<file path="src/rtl/barrier_pkg.sv">
// Shared definitions for the eight-way barrier controller.
//   N_WAY   : number of requesters served by one barrier
//   state_t : controller state encoding (2 bits), exported on the debug port
package barrier_pkg;

  localparam int N_WAY = 8;

  typedef enum logic [1:0] {
    S_IDLE    = 2'd0,
    S_GATHER  = 2'd1,
    S_RELEASE = 2'd2,
    S_ERROR   = 2'd3
  } state_t;

endpackage

</file>
<file path="src/rtl/barrier_sync8_if.sv">
// Bus between the worker units and the barrier controller.
//   mask            participant enables (workers -> barrier)
//   arrive          per-requester arrival pulses (workers -> barrier)
//   timeout_lim     gather cycle budget, 0 disables the timeout (workers -> barrier)
//   barrier_release 1-cycle completion pulse (barrier -> workers); the name avoids
//                   the reserved word 'release'
//   arrived         sticky arrival flags of the current generation
//   busy            high in GATHER, RELEASE and ERROR
//   timeout_err     1-cycle pulse on entry to ERROR
//   gen             completed-barrier count (wraps)
//   state           controller state, for debug and checkers
//
// Handshake: there is no valid/ready pair. arrive is sampled on every rising
// edge; a set bit counts as one arrival and repeats on an already-set flag are
// harmless. barrier_release is the only completion indication and lasts exactly
// one cycle; requesters must not arrive again until they have seen it.
interface barrier_sync8_if #(
  parameter int TIMEOUT_W = 8,
  parameter int GEN_W     = 4
);
  import barrier_pkg::*;

  logic [N_WAY-1:0]     mask;
  logic [N_WAY-1:0]     arrive;
  logic [TIMEOUT_W-1:0] timeout_lim;
  logic                 barrier_release;
  logic [N_WAY-1:0]     arrived;
  logic                 busy;
  logic                 timeout_err;
  logic [GEN_W-1:0]     gen;
  state_t               state;

  modport master (
    output mask, arrive, timeout_lim,
    input  barrier_release, arrived, busy, timeout_err, gen, state
  );

  modport slave (
    input  mask, arrive, timeout_lim,
    output barrier_release, arrived, busy, timeout_err, gen, state
  );

endinterface

</file>
<file path="src/rtl/barrier_sync8_and8way.sv">
// Eight-input AND reduction used to detect barrier completion.
//   a : participant-complete vector (bit set = arrived or not participating)
//   y : 1 when every bit of a is set
module barrier_sync8_and8way
  import barrier_pkg::*;
(
  input  logic [N_WAY-1:0] a,
  output logic             y
);

  assign y = &a;

endmodule

</file>
<file path="src/rtl/barrier_sync8.sv">
// Eight-way barrier controller. Requesters selected by mask pulse arrive; when
// all of them have arrived the block issues a one-cycle release and bumps the
// generation counter. A programmable timer flags a barrier that stalls in GATHER.
//   clk   : rising-edge clock
//   rst_n : asynchronous active-low reset
//   clr   : synchronous abort to IDLE (gen is kept)
//   bus   : barrier_sync8_if slave modport (mask/arrive/timeout_lim in,
//           barrier_release/arrived/busy/timeout_err/gen/state out)
// All outputs come from registers or are decoded from the state register only.
module barrier_sync8
  import barrier_pkg::*;
#(
  parameter int TIMEOUT_W = 8,
  parameter int GEN_W     = 4
) (
  input  logic            clk,
  input  logic            rst_n,
  input  logic            clr,
  barrier_sync8_if.slave  bus
);

  state_t               state_q, state_d;
  logic [N_WAY-1:0]     arrived_q, arrived_d;
  logic [N_WAY-1:0]     mask_q, mask_d;
  logic [TIMEOUT_W-1:0] timer_q, timer_d;
  logic [GEN_W-1:0]     gen_q, gen_d;
  logic                 err_q, err_d;

  logic [N_WAY-1:0]     mask_src;
  logic [N_WAY-1:0]     hit;
  logic [N_WAY-1:0]     nxt;
  logic                 done;

  // The live mask only matters while IDLE; once a generation has started the
  // captured copy is used so mask changes wait for the next generation.
  assign mask_src = (state_q == S_IDLE) ? bus.mask : mask_q;
  assign hit      = bus.arrive & mask_src;
  assign nxt      = arrived_q | hit;

  // Non-participants count as already arrived.
  barrier_sync8_and8way u_done (
    .a (nxt | ~mask_src),
    .y (done)
  );

  always_ff @(posedge clk or negedge rst_n) begin
    if (!rst_n) begin
      state_q   <= S_IDLE;
      arrived_q <= '0;
      mask_q    <= '0;
      timer_q   <= '0;
      gen_q     <= '0;
      err_q     <= 1'b0;
    end else begin
      state_q   <= state_d;
      arrived_q <= arrived_d;
      mask_q    <= mask_d;
      timer_q   <= timer_d;
      gen_q     <= gen_d;
      err_q     <= err_d;
    end
  end

  always_comb begin
    state_d   = state_q;
    arrived_d = arrived_q;
    mask_d    = mask_q;
    timer_d   = timer_q;
    gen_d     = gen_q;
    err_d     = 1'b0;

    if (clr) begin
      state_d   = S_IDLE;
      arrived_d = '0;
      mask_d    = '0;
      timer_d   = '0;
    end else begin
      case (state_q)
        S_IDLE: begin
          // A generation starts only on an arrival from a participant.
          if (|hit) begin
            mask_d    = bus.mask;
            arrived_d = nxt;
            if (done) begin
              state_d = S_RELEASE;
            end else begin
              state_d = S_GATHER;
              timer_d = '0;
            end
          end
        end
        S_GATHER: begin
          arrived_d = nxt;
          // Completion is checked before the timeout so a last arrival that
          // lands on the limit cycle still releases.
          if (done) begin
            state_d = S_RELEASE;
          end else if ((bus.timeout_lim != '0) && (timer_q == bus.timeout_lim)) begin
            state_d = S_ERROR;
            err_d   = 1'b1;
          end else if (timer_q != '1) begin
            timer_d = timer_q + TIMEOUT_W'(1);
          end
        end
        S_RELEASE: begin
          // Arrivals seen here are dropped along with the finished generation.
          gen_d     = gen_q + GEN_W'(1);
          arrived_d = '0;
          state_d   = S_IDLE;
        end
        S_ERROR: begin
          // Parked with arrived frozen until clr or reset.
          state_d = S_ERROR;
        end
        default: state_d = S_IDLE;
      endcase
    end
  end

  assign bus.barrier_release = (state_q == S_RELEASE);
  assign bus.busy            = (state_q != S_IDLE);
  assign bus.timeout_err     = err_q;
  assign bus.arrived         = arrived_q;
  assign bus.gen             = gen_q;
  assign bus.state           = state_q;

endmodule

</file>
<file path="src/flat_wrapper.sv">
// flat-port wrapper written by rule: the top's interface ports become plain ports
module barrier_sync8_flat import barrier_pkg::*;
#(
  parameter int TIMEOUT_W = 8,
  parameter int GEN_W     = 4
)
  (clk, rst_n, clr, bus_mask, bus_arrive, bus_timeout_lim, bus_barrier_release, bus_arrived, bus_busy, bus_timeout_err, bus_gen, bus_state);
  barrier_sync8_if #(.TIMEOUT_W(TIMEOUT_W), .GEN_W(GEN_W)) bus_i ();
  input  logic clk;
  input  logic rst_n;
  input  logic clr;
  input wire logic [$bits(bus_i.mask)-1:0] bus_mask;
  input wire logic [$bits(bus_i.arrive)-1:0] bus_arrive;
  input wire logic [$bits(bus_i.timeout_lim)-1:0] bus_timeout_lim;
  output wire logic [$bits(bus_i.barrier_release)-1:0] bus_barrier_release;
  output wire logic [$bits(bus_i.arrived)-1:0] bus_arrived;
  output wire logic [$bits(bus_i.busy)-1:0] bus_busy;
  output wire logic [$bits(bus_i.timeout_err)-1:0] bus_timeout_err;
  output wire logic [$bits(bus_i.gen)-1:0] bus_gen;
  output wire logic [$bits(bus_i.state)-1:0] bus_state;
  assign bus_i.mask = bus_mask;
  assign bus_i.arrive = bus_arrive;
  assign bus_i.timeout_lim = bus_timeout_lim;
  assign bus_barrier_release = bus_i.barrier_release;
  assign bus_arrived = bus_i.arrived;
  assign bus_busy = bus_i.busy;
  assign bus_timeout_err = bus_i.timeout_err;
  assign bus_gen = bus_i.gen;
  assign bus_state = bus_i.state;
  barrier_sync8 #(.TIMEOUT_W(TIMEOUT_W), .GEN_W(GEN_W)) u_core (.clk(clk), .rst_n(rst_n), .clr(clr), .bus(bus_i));
endmodule
</file>
<file path="config.mk">
export PLATFORM = sky130hd
export DESIGN_NAME = barrier_sync8_flat
export DESIGN_NICKNAME = d
export VERILOG_FILES = /design/src/rtl/barrier_pkg.sv /design/src/rtl/barrier_sync8_if.sv /design/src/rtl/barrier_sync8_and8way.sv /design/src/rtl/barrier_sync8.sv /design/src/flat_wrapper.sv
export SDC_FILE = /design/constraint.sdc
export NUM_CORES = 1
export LEC_CHECK = 0
export BUFFER_PORTS_ARGS = -buffer_cell sky130_fd_sc_hd__buf_4
export CORE_UTILIZATION = 56
export CTS_BUF_LIST = sky130_fd_sc_hd__clkbuf_2
export CTS_CLUSTER_SIZE = 16
export DETAILED_ROUTE_END_ITERATION = 7
export GPL_ROUTABILITY_DRIVEN = 1
export PLACE_DENSITY = 0.85
export SLEW_MARGIN = 25
export SYNTH_ARGS = -nofsm -noshare
export SYNTH_HDL_FRONTEND = slang
export SYNTH_SLANG_ARGS = --single-unit
export TNS_END_PERCENT = 5
</file>
<file path="constraint.sdc">
create_clock -name clk -period 2.5 [get_ports clk]
set_input_delay 0.375 -clock clk [delete_from_list [all_inputs] [get_ports clk]]
set_output_delay 0.375 -clock clk [all_outputs]
set_load 0.02 [all_outputs]
</file>
# Yosys cells after proc, flatten, opt, wreduce, memory -nomap -nowiden
# Cells that the tools add are included.
# classes
addsub	2
multipliers	0
n_div	0
n_lt_le_gt_ge	0
n_eq_ne	11
shifts	0
mux	24
n_bitwise	5
n_reduce_logical	15
# ops
op	n
$mux 8	12
$pmux 8 s3	1
$or 8x8->8	2
$pmux 8 s2	1
$ne 3x3->1 const B	4
$mux 2	5
$add 8x1->8 const B	1
$and 8x8->8	1
$eq 8x8->1	1
$ne 8x8->1 const B	1
$not 8->8	1
$pmux 2 s4	1
$reduce_and 2->1	4
$reduce_and 8->1	1
$reduce_bool 8->1	1
$reduce_or 8->1	1
$reduce_and 6->1	1
$reduce_bool 2->1	3
$add 4x1->4 const B	1
$eq 2x2->1 const B	2
$mux 1	4
$ne 4x2->1 const B	1
$reduce_bool 4->1	1
$ne 3x2->1 const B	1
other kinds (5)	5
# totals
reg_bits	31
latch_bits	0
ramBits	0
romBits	0
input_bits	27
elab_cells	63
n_memories	0

# Longest topological paths before layout
# logic_depth
ltp_word	10
ltp_mapped	10
depth_no_buf	7

# By module
# A second synthesis with hierarchy kept.
# unflattened
cells_unflattened	191
hier_area_um2	1826.8
# by_module_without_submodules
module	n_inst	cells_per_inst	area_per_inst_um2
barrier_sync8	1	188	1810.5
barrier_sync8_and8way	1	3	16.3

# Worst setup path after synthesis
# Ideal clock, no wire load.
# synth_timing
kind	register to register
start	reg u_core.state_q[1], in the netlist u_core.bus.state[1]
end	reg u_core.state_q[0], in the netlist u_core.bus.state[0]
setup_time_ps	138
arrival_ps	1992
required_ps	2362
slack_ps	369
stages_incl_launch_ff	11
path_buffers	4
period_less_slack_ps	2131
cell_sequence	dfrtp_1 > buf_6 > buf_6 > o21a_1 > o21ai_1 > nand2_1 > or3_1 > buf_4 > buf_6 > a21oi_2 > a211oi_1
# synth_via
elab_chain_len	10
# synth_lines
element	line_no	rtl
start: declaration	barrier_sync8.sv:22	state_t state_q, state_d;
start signal: assignment	barrier_sync8.sv:55	state_q <= state_d;
$logic_not 2->1	barrier_sync8.sv:36, barrier_sync8.sv:78	
$mux 8	barrier_sync8.sv:36	assign mask_src = (state_q == S_IDLE) ? bus.mask : mask_q;
$and 8x8->8	barrier_sync8.sv:37	assign hit = bus.arrive & mask_src;
$or 8x8->8	barrier_sync8.sv:38	assign nxt = arrived_q | hit;
$or 8x8->8	barrier_sync8.sv:42	.a (nxt | ~mask_src),
$reduce_and 8->1	barrier_sync8_and8way.sv:11	assign y = &a;
$mux 2	barrier_sync8.sv:84	if (done) begin
$mux 2	barrier_sync8.sv:81	if (|hit) begin
$pmux 2 s4	barrier_sync8.sv:78	case (state_q)
$mux 2	barrier_sync8.sv:72	if (clr) begin
# Several ways; a longest one is shown, not always the timed one. The select of a mux whose other input is x is not followed.
# A chain may end at the register's enable or synchronous reset.

# Worst setup path in the final report
# layout_timing
start	reg u_core.state_q[1], in the netlist u_core.bus.state[1]
end	reg u_core.mask_q[6]
# layout_via
elab_chain_len	6
# layout_lines
element	line_no	rtl
$logic_not 2->1 *	barrier_sync8.sv:36, barrier_sync8.sv:78	
$mux 8	barrier_sync8.sv:36	
$and 8x8->8	barrier_sync8.sv:37	
$reduce_or 8->1	barrier_sync8.sv:81	
$reduce_bool 2->1 (no line)	-	
$reduce_and 2->1 (no line) *	-	
end signal: assignment	barrier_sync8.sv:57	mask_q <= mask_d;
end: declaration	barrier_sync8.sv:24	logic [N_WAY-1:0] mask_q, mask_d;
# Mark *: on every way between the ends. The rest lies on a longest branch, timed or not.

==> impl_metrics.env <==
export IMPL_regToRegStartpoint="u_core.bus.state[1]"
export IMPL_grt_ovfl_total=0
export IMPL_yosys_warnings=0
export IMPL_worstRegToRegCells=7
export IMPL_wire_per_inst_um=14.5
export IMPL_cts_tree="yes"
export IMPL_critPathKind="reg2reg"
export IMPL_clk_pin_slew_worst_paths_ps=170
export IMPL_required_ps=2770
export IMPL_portBuffers=43
export IMPL_htree_levels=2
export IMPL_grt_max_degree=32
export IMPL_max_vdd_ir_drop_mv=0.604
export IMPL_rsz0062_at_grt="no"
export IMPL_r2r_slack_ps=340
export IMPL_grt_pass1_vias=1677
export IMPL_vias=1887
export IMPL_cp_slowest_cell="or3_4"
export IMPL_first_pass_iters=4
export IMPL_grt_pass1_wl_um=7490
export IMPL_ys_types=41
export IMPL_crit_top_cell="o21ai_1"
export IMPL_power_density_nw_per_um2=1040
export IMPL_worstHoldPathCells=2
export IMPL_ys_seq_area_share_pct=39.8
export IMPL_max_slew_margin_rel_pct=66.0
export IMPL_yosys_area_top_type="dfrtp_1"
export IMPL_fin_crit_ps=2160
export IMPL_num_rows=21
export IMPL_cts_sinks=31
export IMPL_place_area_um2=2320
export IMPL_syn_to_final_growth_pct=21.6
export IMPL_finalWirelength_um=4740
export IMPL_path_cells="buf_4, o21a_1, o21ai_1, nand4_1, or3_4, a21oi_1, o21ai_1"
export IMPL_slew_viol_final=0
export IMPL_grt_use_total_pct=27.7
export IMPL_worstPathArrival_ps=2420
export IMPL_synth_top_area_share_pct=39.8
export IMPL_via_per_inst=5.77
export IMPL_synth_area_um2=1950
export IMPL_min_to="u_core.bus.state[0]"
export IMPL_hold_start="clr"
export IMPL_post_cts_buffers=0
export IMPL_worst_pin_slew_ps=506
export IMPL_drv_cap=0
export IMPL_die_x_um=61
export IMPL_synth_area_per_cell_um2=8.37
export IMPL_worstPathMaxFanout=18
export IMPL_final_period_utilization_pct=86.2
export IMPL_setup_viol=0
export IMPL_synthCells=233
export IMPL_core_area_um2=3340
export IMPL_cp_slowest_stage_delay_ps=540
export IMPL_synth_nets=262
export IMPL_boundaryPins=44
export IMPL_timing_fmax_mhz=464
export IMPL_endpoint_kind="register"
export IMPL_clk_insertion_delay_late_ps=380
export IMPL_ys_seq_elements=31
export IMPL_nets=309
export IMPL_final_layout_size_suffix_gt1_share_pct=24.6
export IMPL_hold_slack_ps=300
export IMPL_start_kind="register"
export IMPL_die_h_um=61
export IMPL_cts_buffers=5
export IMPL_r2r_end="u_core.mask_q[6]"
export IMPL_die_area_um2=3720
export IMPL_p_leak_nw=1.05
export IMPL_hold_class="in2reg"
export IMPL_hpwlAfterDp_um=3490
export IMPL_timing_setup_tns_ps=0
export IMPL_ant_nets=0
export IMPL_drt_iter0_markers=132
export IMPL_gp_congestion=0.932
export IMPL_skew_ps=19.0
export IMPL_n_antenna_cell=0
export IMPL_fillers=276
export IMPL_hold_violations=0
export IMPL_run_status="finished clean"
export IMPL_antenna_found_initial=0
export IMPL_start_util_pct=58.4
export IMPL_synth_area_top_cells="dfrtp_1 40%, nor2_1 6.5%, o21ai_1 5.9%, a211oi_1 3.9%, o21a_1 3.1%"
export IMPL_drcViolationCount=0
export IMPL_final_cell_area_um2=2370
export IMPL_clockBufferDepth=2
export IMPL_clockRootBuffer="clkbuf_2"
-- where the power goes --
part	internal [W]	leakage [nW]	switching [W]
Sequential	0.000652	0.416	0.000141
Clock	0.0000622	0.0241	0.000178
Combinational	0.000570	0.609	0.000854
Total	0.00128	1.05	0.00117
-- cells by family (layout without fill, tap and decap cells) --
kind of cell	after synthesis	after routing	share of synthesized area [%]
adders and majority gates	2	2	1.28
xor gates and xnor gates	10	10	4.49
DFF	31	31	39.8
muxes	2	2	1.09
buffers and inverters	25	73	6.68
AOI/OAI and AO/OA	75	75	24.5
and+or+nand+nor	88	88	22.2
-- routing by layer --
metal  track usage (%)  share of wire [%]  vias to the layer above
met5                 0                  0                        -
met4              9.74                1.8                        0
met3              7.25                5.7                        8
met2              39.1                 45                       52
met1              40.7                 47                      898
li1                  -                  -                      929
-- worst max path at each step --
stage	start	to	slack, ps	depth (start not counted)
6_report	u_core.bus.state[1]	u_core.mask_q[6]	340	7
5_1_grt	u_core.bus.state[1]	u_core.mask_q[6]	180	7
4_1_cts	u_core.bus.state[1]	u_core.mask_q[6]	150	7
3_5_place_dp	u_core.bus.state[1]	u_core.bus.arrived[2]	210	7
3_3_place_gp	u_core.bus.state[0]	u_core.bus.arrived[2]	250	7
2_1_floorplan	u_core.bus.state[1]	u_core.bus.state[0]	370	10
-- synthesized netlist by cell type (all sizes together) --
library cell,count
a21oi,12
and3,2
dfrtp,31
and2,1
mux2i,1
o21ai,34
ha,2
nand2,13
o211ai,4
nand4,8
nor4,3
inv,10
o2111a,1
mux2,1
o21a,8
nand3,7
nand3b,1
o22ai,1
clkinv,1
nor2b,1
a41oi,2
o2111ai,1
nand2b,1
or2,2
buf,7
or3,1
a31oi,1
nor3b,8
xnor2,5
nor2,34
a211oi,11
clkbuf,7
nor3,6
xor2,5
-- worst max-delay path, delay by kind of cell (launching register included) --
kind | cells | cell delay, ps
simple gates | 2 | 710
flops | 1 | 410
compound gates | 4 | 730
buf+inv | 1 | 190
-- final cells by class --
class / count / area [µm²] / area share, %
multi-input combinational: 177 / 1050 / 44.2
sequential: 31 / 776 / 32.7
timing repair buffer: 54 / 408 / 17.2
tap: 46 / 57.6 / 2.43
inverter: 11 / 41.3 / 1.74
clock buffer: 5 / 25.0 / 1.06
clock inverter: 3 / 15.0 / 0.633
-- cell usage in the layout (no fill, tap or decap), types with 2 or more instances in the layout --
cell      netlist  routed
a211oi_1       10      10
a21oi_1         7       7
a21oi_2         5       5
a41oi_1         2       2
and3_1          2       2
buf_4           1      53
clkbuf_2        0       5
clkinv_1        1       3
dfrtp_1        31      31
ha_1            2       2
inv_1          10      10
nand2_1        13      13
nand3_1         7       7
nand4_1         8       8
nor2_1         34      34
nor3_1          6       6
nor3b_1         7       7
nor4_1          3       3
o211ai_1        4       4
o21a_1          8       8
o21ai_0        11      11
o21ai_1        23      23
xnor2_1         5       5
xor2_1          5       5
-- state kept, by name (all words and copies together), names as in the netlist --
register and flops:
u_core.mask_q 8, u_core.bus.timeout_err 1, u_core.bus.state 2, u_core.timer_q 8
u_core.bus.arrived 8, u_core.bus.gen 4
-- per-stage QoR --
step,util (%),setup slack [ps],instances,power (W)
after floorplan,-,369,233,0.00176
after global placement,69.4,246,318,0.00217
after detailed placement,69.4,205,318,0.00220
after CTS,70.9,149,327,0.00244
after global routing,71.1,184,327,0.00264
final,71.1,344,327,0.00246
-- repair_timing --
item | 4_1_cts | 5_1_grt
setup endpoints to repair | 0 | 7
resized for setup | 0 | 2
hold buffers | 1 | 0
hold endpoints to repair | 31 | 0
Note: power is estimated with default switching activity, not from simulation.
